[config.mk]
export PLATFORM = sky130hd
export DESIGN_NAME = prog_loader
export DESIGN_NICKNAME = d
export VERILOG_FILES = /design/src/rtl/prog_loader_pkg.sv /design/src/rtl/prog_word_packer.sv /design/src/rtl/prog_loader.sv
export SDC_FILE = /design/constraint.sdc
export NUM_CORES = 1
export LEC_CHECK = 0
export CORE_MARGIN = 3
export CORE_UTILIZATION = 57
export CTS_CLUSTER_DIAMETER = 200
export CTS_CLUSTER_SIZE = 40
export DETAILED_ROUTE_END_ITERATION = 16
export DONT_BUFFER_PORTS = 1
export PLACE_DENSITY = 0.79
export SLEW_MARGIN = 20
export SYNTH_ARGS = -nofsm -noshare
export SYNTH_HDL_FRONTEND = slang
export SYNTH_HIERARCHICAL = 1
export SYNTH_SLANG_ARGS = --single-unit
[constraint.sdc]
create_clock -name clk -period 2.1 [get_ports clk]
set_clock_uncertainty 0.15 [all_clocks]
set_input_delay 0.315 -clock clk [delete_from_list [all_inputs] [get_ports clk]]
set_output_delay 0.315 -clock clk [all_outputs]
set_load 0.05 [all_outputs]
[src/rtl/prog_loader_pkg.sv]
`default_nettype none
// ============================================================================
// Module      : prog_loader_pkg
// Description : Shared definitions for the program loader: instruction field
//               widths, bytes per word, opcode set and loader state encoding.
// Revision    : 1.0 - initial release
// ============================================================================
package prog_loader_pkg;

    localparam int BYTES_PER_WORD = 4;
    localparam int BYTE_IDX_W     = 2;
    localparam int OPCODE_W       = 4;
    localparam int OPERAND_W      = 24;

    typedef enum logic [OPCODE_W-1:0] {
        OP_NOP   = 4'h0,
        OP_LOAD  = 4'h1,
        OP_STORE = 4'h2,
        OP_ADD   = 4'h3,
        OP_SUB   = 4'h4,
        OP_AND   = 4'h5,
        OP_OR    = 4'h6,
        OP_XOR   = 4'h7,
        OP_JMP   = 4'h8,
        OP_JZ    = 4'h9,
        OP_CALL  = 4'hA,
        OP_RET   = 4'hB,
        OP_HALT  = 4'hF
    } opcode_e;

    typedef enum logic [2:0] {
        ST_IDLE  = 3'd0,
        ST_RECV  = 3'd1,
        ST_WRITE = 3'd2,
        ST_DONE  = 3'd4,
        ST_ERR   = 3'd5
`ifdef LOADER_CHECKSUM_EN
        ,
        ST_CHECK = 3'd3
`endif
    } loader_state_e;

endpackage : prog_loader_pkg
`default_nettype wire

[src/rtl/prog_word_packer.sv]
`default_nettype none
// ============================================================================
// Module      : prog_word_packer
// Description : Assembles big-endian serial bytes into one instruction word and
//               flags a first byte whose upper nibble is not zero.
// Revision    : 1.0 - initial release
// ============================================================================
module prog_word_packer
    import prog_loader_pkg::*;
#(
    parameter int INSTR_W = 28
) (
    input  logic               clk,
    input  logic               rst_n,
    input  logic               i_clear,
    input  logic [7:0]         i_byte,
    input  logic               i_fire,
    output logic [INSTR_W-1:0] o_word,
    output logic               o_last,
    output logic               o_nibble_err
);

    localparam logic [BYTE_IDX_W-1:0] c_LAST_IDX = BYTE_IDX_W'(BYTES_PER_WORD - 1);

    logic [BYTE_IDX_W-1:0] r_idx;
    logic [INSTR_W-1:0]    r_word;
    logic                  w_first;

    assign w_first      = (r_idx == '0);
    assign o_last       = (r_idx == c_LAST_IDX);
    assign o_nibble_err = w_first && (i_byte[7:OPCODE_W] != '0);
    assign o_word       = r_word;

    // The first byte carries only the opcode nibble; later bytes shift in below it.
    always_ff @(posedge clk) begin
        if (!rst_n) begin
            r_idx  <= '0;
            r_word <= '0;
        end else if (i_clear) begin
            r_idx  <= '0;
        end else if (i_fire && !o_nibble_err) begin
            r_idx  <= o_last ? '0 : r_idx + 1'b1;
            r_word <= w_first ? INSTR_W'(i_byte[OPCODE_W-1:0])
                              : {r_word[INSTR_W-9:0], i_byte};
        end
    end

endmodule : prog_word_packer
`default_nettype wire

[src/rtl/prog_loader.sv]
`default_nettype none
// ============================================================================
// Module      : prog_loader
// Description : Serial-byte program loader writing instruction memory while the
//               CPU is held. Optional macro LOADER_CHECKSUM_EN adds XOR checksum.
// Revision    : 1.0 - initial release
// ============================================================================
module prog_loader
    import prog_loader_pkg::*;
#(
    parameter int ADDR_W  = 16,
    parameter int INSTR_W = 28
) (
    input  logic               clk,
    input  logic               rst_n,
    input  logic               iStart,
    input  logic [ADDR_W-1:0]  iWordCount,
    input  logic [7:0]         iByte,
    input  logic               iByteValid,
    output logic               oByteReady,
    output logic               oWrEn,
    output logic [ADDR_W-1:0]  oWrAddress,
    output logic [INSTR_W-1:0] oWrData,
    output logic               oBusy,
    output logic               oCpuHold,
    output logic               oDone,
    output logic               oError
);

    loader_state_e     r_state;
    loader_state_e     w_next;
    logic [ADDR_W-1:0] r_addr;
    logic [ADDR_W-1:0] r_count;
    logic [ADDR_W-1:0] w_addr_inc;
    logic              r_err;
    logic              w_start_ok;
    logic              w_pack_fire;
    logic              w_last;
    logic              w_nibble_err;

    assign w_start_ok  = iStart && ((r_state == ST_IDLE) || (r_state == ST_ERR));
    assign w_pack_fire = iByteValid && (r_state == ST_RECV);
    assign w_addr_inc  = r_addr + ADDR_W'(1);

    prog_word_packer #(
        .INSTR_W      (INSTR_W)
    ) u_packer (
        .clk          (clk),
        .rst_n        (rst_n),
        .i_clear      (w_start_ok),
        .i_byte       (iByte),
        .i_fire       (w_pack_fire),
        .o_word       (oWrData),
        .o_last       (w_last),
        .o_nibble_err (w_nibble_err)
    );

`ifdef LOADER_CHECKSUM_EN
    logic [7:0] r_csum;

    always_ff @(posedge clk) begin
        if (!rst_n) begin
            r_csum <= '0;
        end else if (w_start_ok) begin
            r_csum <= '0;
        end else if (w_pack_fire && !w_nibble_err) begin
            r_csum <= r_csum ^ iByte;
        end
    end

    localparam loader_state_e c_FINAL_ST = ST_CHECK;
`else
    localparam loader_state_e c_FINAL_ST = ST_DONE;
`endif

    always_comb begin
        w_next     = r_state;
        oByteReady = 1'b0;
        oWrEn      = 1'b0;
        oBusy      = 1'b0;
        oDone      = 1'b0;
        case (r_state)
            ST_IDLE, ST_ERR: begin
                if (iStart) begin
                    w_next = (iWordCount == '0) ? c_FINAL_ST : ST_RECV;
                end
            end
            ST_RECV: begin
                oByteReady = 1'b1;
                oBusy      = 1'b1;
                if (iByteValid) begin
                    if (w_nibble_err) begin
                        w_next = ST_ERR;
                    end else if (w_last) begin
                        w_next = ST_WRITE;
                    end
                end
            end
            ST_WRITE: begin
                oWrEn  = 1'b1;
                oBusy  = 1'b1;
                w_next = (w_addr_inc == r_count) ? c_FINAL_ST : ST_RECV;
            end
`ifdef LOADER_CHECKSUM_EN
            ST_CHECK: begin
                oByteReady = 1'b1;
                oBusy      = 1'b1;
                if (iByteValid) begin
                    w_next = (iByte == r_csum) ? ST_DONE : ST_ERR;
                end
            end
`endif
            ST_DONE: begin
                oDone  = 1'b1;
                w_next = ST_IDLE;
            end
            default: begin
                w_next = ST_IDLE;
            end
        endcase
    end

    // Counter only advances on a write, so it never wraps past the last address.
    always_ff @(posedge clk) begin
        if (!rst_n) begin
            r_state <= ST_IDLE;
            r_addr  <= '0;
            r_count <= '0;
            r_err   <= 1'b0;
        end else begin
            r_state <= w_next;
            if (w_start_ok) begin
                r_addr  <= '0;
                r_count <= iWordCount;
            end else if (r_state == ST_WRITE) begin
                r_addr  <= w_addr_inc;
            end
            if (w_start_ok) begin
                r_err <= 1'b0;
            end else if (w_next == ST_ERR) begin
                r_err <= 1'b1;
            end
        end
    end

    assign oWrAddress = r_addr;
    assign oCpuHold   = oBusy;
    assign oError     = r_err;

endmodule : prog_loader
`default_nettype wire

==> impl_metrics.py <==
metrics = {
    "synth": {
        "synth_flop_cell": "dfxtp_1",
        "async_flop_share": 0,
        "syn-num-nets": 417,
        "yosysSeqAreaShare": 0.3825,
        "yosysWarnings": 6,
        "synth_top_area_frac": 0.3825,
        "yosys.area.top_type": "dfxtp_1",
        "synth.distinct_cells": 63,
        "synth_edf_count": 0,
        "synth_common_cells": "dfxtp_1 (66), nand2_1 (49), nor2_1 (28), o21ai_0 (25), nand4b_1 (24)",
        "syn_area_per_cell_um2": 8.950,
        "synth_area_leaders": "dfxtp_1 (38%), mux2i_1 (6.1%), nand4b_1 (6.1%), nand2_1 (5.3%), xnor2_1 (5.1%)",
        "netlist_area_mm2": 0.003455,
        "synth.most_common_cell": "dfxtp_1",
        "syn_inst": 386,
        "ys_ff_latch": 66,
    },
    "worst_hold_path": {
        "hold_path_class": "input port to flop",
        "hold_start": "iWordCount[5]",
    },
    "timing": {
        "period_share": 0.9834,
        "final.setup.tns_ps": 0,
        "timing.fmax_ghz": 0.4843,
        "setup_viol": 0,
        "layout_min_cycle_time_ps": 2065,
        "hold_viol": 0,
        "drv_slew": 0,
        "tightestPinTransition_ps": 578.4,
        "slew_headroom": 0.6138,
        "setup_slack_ps": 34.96,
        "rsz0062_at_grt": "yes",
    },
    "global_routing": {
        "grt_pass1_vias": 2812,
        "grt_pass1_wl_um": 14210,
        "grt_max_degree": 68,
        "grt_use_total": 0.2499,
        "antenna_found_initial": 0,
        "grt_overflow": 0,
    },
    "clock_tree": {
        "clk_pin_slew_ps": 70,
        "cts.sinks": 66,
        "cts_buffer_depth": 2,
        "clock_latency_ps": 340,
        "numCtsBuffers": 9,
        "clock_tree.htree_level_count": 3,
        "clock-root-buffer": "clkbuf_8",
        "cts_tree": "yes",
    },
    "die": {
        "die_width_um": 83.85,
        "die_h_um": 83.85,
        "start_util": 0.6087,
        "rows": 27,
        "core_area_mm2": 0.005675,
        "die-area_mm2": 0.007031,
        "io_pins": 78,
    },
    "power_and_ir_drop": {
        "ir_drop_v": 0.0005001,
        "powerDensity_mw_per_mm2": 641.8,
        "power.leakage_nw": 1.524,
        "power_mw": 2.703,
    },
    "route": {
        "drtIter0Drc": 215,
        "first_pass_iters": 5,
        "drtAntennaViolNets": 0,
        "num_vias": 2994,
        "vias_per_cell": 5.964,
        "wirelength_um": 8729,
        "drc": 0,
        "routedWlPerCell_um": 17.39,
    },
    "critical_path": {
        "cp-end-kind": "flop",
        "cp_max_fo": 8,
        "cp-startpoint": "oWrAddress[0]$_SDFFE_PP0P_",
        "critPathRequiredTime_ps": 2230,
        "start_kind": "flop",
        "cp.arrival_ps": 2190,
        "rr_startpoint": "oWrAddress[0]$_SDFFE_PP0P_",
        "worstSetupPathType": "flop to flop",
    },
    "layout": {
        "instances_no_fill": 502,
        "antenna_cells": 0,
        "fill_cells": 395,
        "layout-drive-gt1-share": 0.2209,
        "syn_to_final_growth_pct": 21.91,
        "nets": 456,
        "utilization": 0.7421,
    },
    "placement": {
        "hpwlAfterDp_um": 5716,
        "gp_congestion": 0.8970,
        "dp_slack_ps": 47.93,
        "dp.cells": 461,
        "io_buffer_count": 0,
    },
    "status": {
        "run_status": "finished, final reports clean",
    },
    "run": {
        "cap_violations": 0,
    },
}
final timing paths:
kind | endpoint | slack [ps] | cells after the start
worst max-delay path | r_state[2]$_SDFF_PN0_ | 30 | 7
worst min-delay path | r_count[5]$_SDFFE_PN0P_ | 10 | 2
worst max register to register | r_state[2]$_SDFF_PN0_ | 30 | 7
worst min register to register | u_packer/r_idx[1]$_SDFFE_PP0P_ | 380 | 2
per-stage QoR:
stage / area, µm² / hold WS (ps)
4_1_cts: 4144 / 2.223
5_1_grt: 4212 / 14.60
6_report: 4212 / 14.16
3_5_place_dp: 3711 / 306.8
3_3_place_gp: 3711 / 301.0
2_1_floorplan: 3528 / 307.1
registers in the layout, summed over array words and instances, names as in the netlist:
register and flops:
oError 1, oWrAddress 16, r_count 16, r_state 3
u_packer/o_word 28, u_packer/r_idx 2
layout make-up:
cell class | count | area (µm²) | area share
tap | 72 | 90.09 | 0.02139
sequential | 66 | 1354 | 0.3215
multi-input combinational | 282 | 2001 | 0.4750
timing repair buffer | 57 | 538.0 | 0.1277
clock inverter | 6 | 46.29 | 0.01099
clock buffer | 10 | 148.9 | 0.03535
inverter | 9 | 33.78 | 0.008021
layout by cell type, fill, tap and decap left out, types with 2 or more instances in the layout:
master,netlist,final
buf_4,2,30
nand3_4,1,2
or3_1,2,2
nand3_2,1,3
dfxtp_1,66,52
xor2_1,13,13
and2_1,2,2
dfxtp_4,0,6
xnor2_1,20,20
nor4_1,6,5
nand3_1,8,5
nor3_4,2,2
nor4_2,1,2
nor2_1,28,27
dfxtp_2,0,8
nand2_1,49,49
mux2i_1,21,21
and3_1,3,3
nand4b_1,24,24
clkinvlp_4,0,2
inv_6,0,2
nor2b_1,18,18
o21ai_0,25,25
nor2_4,1,3
clkbuf_8,0,9
o21ai_1,5,5
dlygate4sd3_1,0,21
a32o_1,2,2
ha_1,3,2
buf_12,0,4
inv_1,9,9
nor3_1,4,3
nand4_1,8,8
nor3b_1,4,2
a21oi_1,4,4
nor3_2,1,2
buf_6,5,2
repair_timing:
action	CTS	global route
hold buffers	22	0
hold endpoints to repair	46	0
pin swaps	0	7
gates resized for setup	3	10
buffers inserted	0	3
endpoints found under the setup margin	3	5
critical path: stages (launching register included):
cell	delay (ps)
dfxtp_4	380
ha_4	190
and4_4	160
or3_1	320
nand3_2	80
nand3_2	90
a2111oi_4	410
a32o_2	220
kinds of logic after synthesis:
kind of cell / count (synthesis) / synth area share
adders and majority gates: 3 / 0.01087
AOI/OAI and AO/OA: 50 / 0.09780
and+or+nand+nor: 173 / 0.2941
DFF: 66 / 0.3825
muxes: 22 / 0.06411
buffers and inverters: 38 / 0.06229
xor gates and xnor gates: 34 / 0.08838
routing by layer:
metal | up-vias | wire, µm | track usage
li1 | 1427 | - | -
met1 | 1446 | 3695 | 0.3066
met2 | 111 | 4300 | 0.4114
met3 | 10 | 647 | 0.08490
met4 | 0 | 86 | 0.08041
met5 | - | 0 | 0
where the power goes:
group	switching [mW]	internal, mW	total, mW	leakage (nW)
sequential	0.0437	1.28	1.32	0.543
clock	0.519	0.508	1.03	0.0944
combinational	0.187	0.170	0.358	0.887
total	0.750	1.95	2.70	1.52
(Power assumes the default switching activity.)
